===== src/rtl/bank_pkg.sv =====
// Shared bank word geometry used by the write-side packer and the read-side byte selector.
package bank_pkg;
  localparam int unsigned LANES     = 4;
  localparam int unsigned LANE_W    = 8;
  localparam int unsigned WORD_W    = LANES * LANE_W;
  localparam int unsigned LANE_BITS = $clog2(LANES);

  typedef logic [LANE_BITS-1:0] lane_t;
  typedef logic [LANES-1:0]     be_t;
  typedef logic [LANE_W-1:0]    byte_t;
  typedef logic [WORD_W-1:0]    word_t;

  localparam byte_t PAD = 8'h00;

  // Lanes without an enable carry PAD instead of stale assembly data.
  function automatic word_t pad_word(input word_t w, input be_t be);
    pad_word = '0;
    for (int unsigned i = 0; i < LANES; i++) begin
      pad_word[i*LANE_W +: LANE_W] = be[i] ? w[i*LANE_W +: LANE_W] : PAD;
    end
  endfunction
endpackage


===== src/rtl/bank_byte_packer_if.sv =====
// Byte-stream input and bank-word output handshakes of the byte packer.
interface bank_byte_packer_if;
  import bank_pkg::*;

  byte_t byte_in;
  logic  byte_valid;
  logic  byte_ready;
  logic  flush;
  word_t word_out;
  be_t   word_be;
  logic  word_valid;
  logic  word_ready;
  logic  busy;

  modport master (
    output byte_in, byte_valid, flush, word_ready,
    input  byte_ready, word_out, word_be, word_valid, busy
  );

  modport slave (
    input  byte_in, byte_valid, flush, word_ready,
    output byte_ready, word_out, word_be, word_valid, busy
  );
endinterface


===== src/rtl/bank_word_slot.sv =====
// One-entry valid/ready output register holding a closed bank word until the sink takes it.
module bank_word_slot
  import bank_pkg::*;
(
  input  logic  clk,
  input  logic  rst_n,
  input  logic  load,
  input  word_t load_word,
  input  be_t   load_be,
  input  logic  out_ready,
  output word_t out_word,
  output be_t   out_be,
  output logic  out_valid,
  output logic  can_load
);
  assign can_load = ~out_valid | out_ready;

  always_ff @(posedge clk or negedge rst_n) begin
    if (!rst_n) begin
      out_word  <= '0;
      out_be    <= '0;
      out_valid <= 1'b0;
    end else if (load) begin
      out_word  <= load_word;
      out_be    <= load_be;
      out_valid <= 1'b1;
    end else if (out_ready) begin
      out_valid <= 1'b0;
    end
  end
endmodule


===== src/rtl/bank_byte_packer.sv =====
// Packs a byte stream little-endian into bank words with per-lane byte enables; flush closes partials.
module bank_byte_packer
  import bank_pkg::*;
(
  input logic               clk,
  input logic               rst_n,
  bank_byte_packer_if.slave bus
);
  word_t asm_word, nxt_word, slot_word;
  be_t   asm_be, nxt_be, slot_be;
  lane_t lane;
  logic  asm_full, accept, close, load, slot_can_load, slot_valid;

  // While asm_full no byte is accepted, so nxt_* equals the held word and serves both load paths.
  always_comb begin
    accept   = bus.byte_valid & ~asm_full;
    nxt_word = asm_word;
    nxt_be   = asm_be;
    for (int unsigned i = 0; i < LANES; i++) begin
      if (accept && lane == lane_t'(i)) begin
        nxt_word[i*LANE_W +: LANE_W] = bus.byte_in;
        nxt_be[i]                    = 1'b1;
      end
    end
    close = ~asm_full & ((accept & (lane == lane_t'(LANES-1))) |
                         (bus.flush & (nxt_be != '0)));
    load  = slot_can_load & (asm_full | close);
  end

  always_ff @(posedge clk or negedge rst_n) begin
    if (!rst_n) begin
      asm_word <= '0;
      asm_be   <= '0;
      lane     <= '0;
      asm_full <= 1'b0;
    end else if (asm_full) begin
      if (slot_can_load) begin
        asm_full <= 1'b0;
        asm_be   <= '0;
      end
    end else if (close) begin
      lane     <= '0;
      asm_word <= nxt_word;
      if (slot_can_load) begin
        asm_be <= '0;
      end else begin
        asm_be   <= nxt_be;
        asm_full <= 1'b1;
      end
    end else if (accept) begin
      asm_word <= nxt_word;
      asm_be   <= nxt_be;
      lane     <= lane + lane_t'(1);
    end
  end

  bank_word_slot u_slot (
    .clk       (clk),
    .rst_n     (rst_n),
    .load      (load),
    .load_word (pad_word(nxt_word, nxt_be)),
    .load_be   (nxt_be),
    .out_ready (bus.word_ready),
    .out_word  (slot_word),
    .out_be    (slot_be),
    .out_valid (slot_valid),
    .can_load  (slot_can_load)
  );

  assign bus.word_out   = slot_word;
  assign bus.word_be    = slot_be;
  assign bus.word_valid = slot_valid;
  assign bus.byte_ready = ~asm_full;
  assign bus.busy       = (asm_be != '0) | asm_full | slot_valid;
endmodule


===== src/flat_wrapper.sv =====
// flat-port wrapper written by rule: the top's interface ports become plain ports
module bank_byte_packer_flat import bank_pkg::*;
  (clk, rst_n, bus_byte_in, bus_byte_valid, bus_flush, bus_word_ready, bus_byte_ready, bus_word_out, bus_word_be, bus_word_valid, bus_busy);
  bank_byte_packer_if bus_i ();
  input logic clk;
  input logic rst_n;
  input wire logic [$bits(bus_i.byte_in)-1:0] bus_byte_in;
  input wire logic [$bits(bus_i.byte_valid)-1:0] bus_byte_valid;
  input wire logic [$bits(bus_i.flush)-1:0] bus_flush;
  input wire logic [$bits(bus_i.word_ready)-1:0] bus_word_ready;
  output wire logic [$bits(bus_i.byte_ready)-1:0] bus_byte_ready;
  output wire logic [$bits(bus_i.word_out)-1:0] bus_word_out;
  output wire logic [$bits(bus_i.word_be)-1:0] bus_word_be;
  output wire logic [$bits(bus_i.word_valid)-1:0] bus_word_valid;
  output wire logic [$bits(bus_i.busy)-1:0] bus_busy;
  assign bus_i.byte_in = bus_byte_in;
  assign bus_i.byte_valid = bus_byte_valid;
  assign bus_i.flush = bus_flush;
  assign bus_i.word_ready = bus_word_ready;
  assign bus_byte_ready = bus_i.byte_ready;
  assign bus_word_out = bus_i.word_out;
  assign bus_word_be = bus_i.word_be;
  assign bus_word_valid = bus_i.word_valid;
  assign bus_busy = bus_i.busy;
  bank_byte_packer u_core (.clk(clk), .rst_n(rst_n), .bus(bus_i));
endmodule

===== config.mk =====
export PLATFORM = sky130hd
export DESIGN_NAME = bank_byte_packer_flat
export DESIGN_NICKNAME = d
export VERILOG_FILES = /design/src/rtl/bank_pkg.sv /design/src/rtl/bank_byte_packer_if.sv /design/src/rtl/bank_word_slot.sv /design/src/rtl/bank_byte_packer.sv /design/src/flat_wrapper.sv
export SDC_FILE = /design/constraint.sdc
export NUM_CORES = 1
export LEC_CHECK = 0
export ABC_CLOCK_PERIOD_IN_PS = 2000
export BUFFER_PORTS_ARGS = -buffer_cell sky130_fd_sc_hd__clkbuf_2
export CELL_PAD_IN_SITES_DETAIL_PLACEMENT = 0
export CELL_PAD_IN_SITES_GLOBAL_PLACEMENT = 2
export CORE_ASPECT_RATIO = 0.9
export CORE_UTILIZATION = 37
export CTS_BUF_LIST = sky130_fd_sc_hd__clkbuf_4 sky130_fd_sc_hd__clkbuf_8 sky130_fd_sc_hd__clkbuf_16
export DETAILED_ROUTE_END_ITERATION = 16
export GPL_TIMING_DRIVEN = 0
export PLACE_DENSITY_LB_ADDON = 0.08
export SLEW_MARGIN = 15
export SYNTH_ARGS = -nofsm -noshare
export SYNTH_HDL_FRONTEND = slang
export SYNTH_SLANG_ARGS = --single-unit

===== constraint.sdc =====
create_clock -name clk -period 2 [get_ports clk]
set_input_delay 0.3 -clock clk [delete_from_list [all_inputs] [get_ports clk]]
set_output_delay 0.3 -clock clk [all_outputs]
set_load 0.02 [all_outputs]

==> metrics.md <==
| Metric | Value |
|---|---|
| Layout fillers | 872 |
| Die height | 91.2 um |
| Finish-stage setup viols | 0 |
| Wirelength per Cell | 16.2 um |
| WP buf/inv | 2 |
| Number of synthesized register bits | 76 |
| Crit path kind | register to register |
| TritonCTS clock tree | yes |
| Die area | 0.00921 mm2 |
| CP startpoint kind | register |
| CP endpoint | u_core.u_slot.out_be[2] |
| Most frequent cells in the layout | dfrtp_1, clkbuf_2, nand2_1 |
| Leading area contributor after synthesis | dfrtp_1 |
| Max Cap Viol | 0 |
| Initial Util | 0.381 |
| Synth top area share | 0.582 |
| Reg-to-reg endpoint | u_core.u_slot.out_be[2] |
| IO Pins | 52 |
| FF/Latch Area | 0.00190 mm2 |
| Vias | 2,283 |
| # rows | 32 |
| Port Buffers | 51 |
| Cell family with the largest share of critical-path delay | simple AND/OR/NAND/NOR gates |
| Req. time, crit path | 2.24 ns |
| Antenna Cells | 0 |
| Hold/Removal Path Class | input port to register |
| Tmin final | 1.87 ns |
| Synth area leaders | dfrtp_1, mux2_2, o211ai_1 |
| Core area | 0.00857 mm2 |
| Nets | 357 |
| CTS H-tree lvls | 3 |
| Worst vdd ir | 0.000580 V |
| DIE WIDTH | 101 um |
| Clock transition at path regs | 0.08 ns |
| Unique masters post-synth | 29 |
| P per Cell Area | 1660 mW/mm2 |
| Cts bufs inserted | 9 |
| Area of the multi-input gates | 0.00123 mm2 |
| Worst slew margin | 0.647 |
| Reg2Reg Depth | 6 |
| Longest Clk Path Bufs | 2 |
| Number of stages on the worst setup path | 6 |
| Leading cell type in the layout, fill and taps excluded | dfrtp_1 |
| Drt first-iter violations | 87 |
| Total chip power | 6.52 mW |
| Syn Nets | 293 |
| R2r setup slk | 0.13 ns |
| Post-synthesis area per instance | 11.8 um2 |
| GPL Wtd Cong | 0.710 |
| Max Clock Freq | 534 MHz |
| Drt drc | 0 |
| Pleak | 1.81 nW |
| # clock sinks | 76 |
| Critical path arrival | 2.11 ns |
| Pin count of the biggest net entering global routing | 50 |
| Critical Path End Type | register |
| Syn Std Cell Area | 0.00327 mm2 |
| Vias/cell | 4.92 |
| Vias in the first global route | 2,366 |
| Yosys warning count | 0 |
| Critical-path cell list | inv_1 > ha_1 > nand3b_1 > buf_2 > nand2_1 > mux2_4 |
| Detailed placement HPWL | 5.15 mm |
| Total congestion overflow | 0 |
| Seq/Total Area, Yosys | 0.582 |
| Core utilization of the finished layout | 0.458 |
| DRT antenna net count | 0 |
| GRT Total Usage | 0.180 |
| Pins Over Slew Limit | 0 |
| Mapped Cells | 276 |
| Worst slew pin tran | 0.529 ns |
| RSZ-0062 raised after global routing | no |
| Beginning of the worst hold path | bus_word_ready |
| CP max stage cell | dfrtp_1 |
| Proportion of layout cells with a drive suffix above 1 | 0.357 |
| Clock Tree Root | clkbuf_8 |
| Worst-Skew Late Latency | 0.35 ns |
| FF-to-FF Start | u_core.lane[0] |
| Post-Route WL | 7.54 mm |
| Fin. Hold Viols | 0 |
| Period utilisation layout | 0.936 |
| Area growth, synth to finish | 20.1% |
| Initial antenna violation count | 0 |
| Status | complete, no violations |
| First-pass GRT wire length | 12.3 mm |
| Final Skew | 0.0101 ns |
| Crit-path max FO | 10 |
| Worst path max stage delay | 0.39 ns |
| 1st-pass router iterations | 4 |
| Crit path from | u_core.lane[0] |
[repair_timing]
item	in CTS	in global routing
endpoints found under the hold margin	27	0
setup buffers	0	0
endpoints found under the setup margin	0	30
hold buffers	1	0
gates resized for setup	0	6
[Yosys cell counts, drive strengths merged]
cell	count
a21bo	1
a21oi	1
a221oi	1
and2	4
buf	11
clkbuf	7
dfrtp	76
ha	4
inv	8
mux2	36
mux2i	1
nand2	39
nand2b	2
nand3	1
nand3b	4
nor2	9
nor4	1
o211a	1
o211ai	32
o21a	2
o21ai	34
xnor2	1
[logic make-up after synthesis]
kind of cell               share of synthesized area
AOI/OAI and AO/OA                              0.146
xor gates and xnor gates                     0.00268
adders and majority gates                     0.0153
buffers and inverters                         0.0421
DFF                                            0.582
muxes                                          0.132
and+or+nand+nor                               0.0800
[per-layer routing]
metal	vias up	part of all wire	track usage
li1	1099	-	-
met1	1136	0.48	0.243
met2	41	0.48	0.285
met3	7	0.035	0.0493
met4	0	0.010	0.0471
met5	-	0	0
[worst min path at each step]
stage / endpoint / slack [ns] / depth (start not counted)
after global placement: u_core.asm_word[30] / 0.48 / 1
after floorplan: u_core.asm_be[0] / 0.004 / 0
final: u_core.asm_full / 0.26 / 3
after CTS: u_core.asm_full / 0.26 / 3
after global routing: u_core.asm_full / 0.29 / 3
after detailed placement: u_core.lane[1] / 0.29 / 1
[registers in the layout (all words and copies together), names as in the netlist]
signal	count
u_core.u_slot.out_word	32
u_core.asm_be	4
u_core.u_slot.out_valid	1
u_core.u_slot.out_be	4
u_core.asm_full	1
u_core.asm_word	32
u_core.lane	2
[worst reg2reg max path, cell delays in order, from the launching register on]
cell and delay, ns:
dfrtp_1 0.39, inv_1 0.10, ha_1 0.24, nand3b_1 0.09, buf_2 0.28, nand2_1 0.32
mux2_4 0.35
[layout make-up]
| type | count | area share |
|---|---|---|
| Sequential cell | 76 | 0.484 |
| Multi-Input combinational cell | 174 | 0.313 |
| Timing Repair Buffer | 53 | 0.0752 |
| Clock buffer | 11 | 0.0386 |
| Tap cell | 119 | 0.0379 |
| Buffer | 18 | 0.0284 |
| Clock inverter | 5 | 0.0150 |
| Inverter | 8 | 0.00765 |
[power by group]
part | leakage [nW] | internal, mW | switching, mW
clock network | 0.102 | 0.647 | 0.575
logic | 0.739 | 1.14 | 1.74
registers | 0.972 | 2.17 | 0.254
[through the flow]
stage / setup WS [ns] / hold WS, ns / setup TNS (ns) / instance area, um2 / instances
CTS: 0.00844 / 0.257 / 0 / 3920 / 464
finish: 0.129 / 0.263 / 0 / 3930 / 464
global placement: -0.158 / 0.477 / -11.67 / 3670 / 446
floorplan: 0.323 / 0.00441 / 0 / 3270 / 276
detailed placement: 0.0191 / 0.295 / 0 / 3700 / 447
global route: 0.0155 / 0.289 / 0 / 3930 / 464
Note: power is estimated with default switching activity, not from simulation.
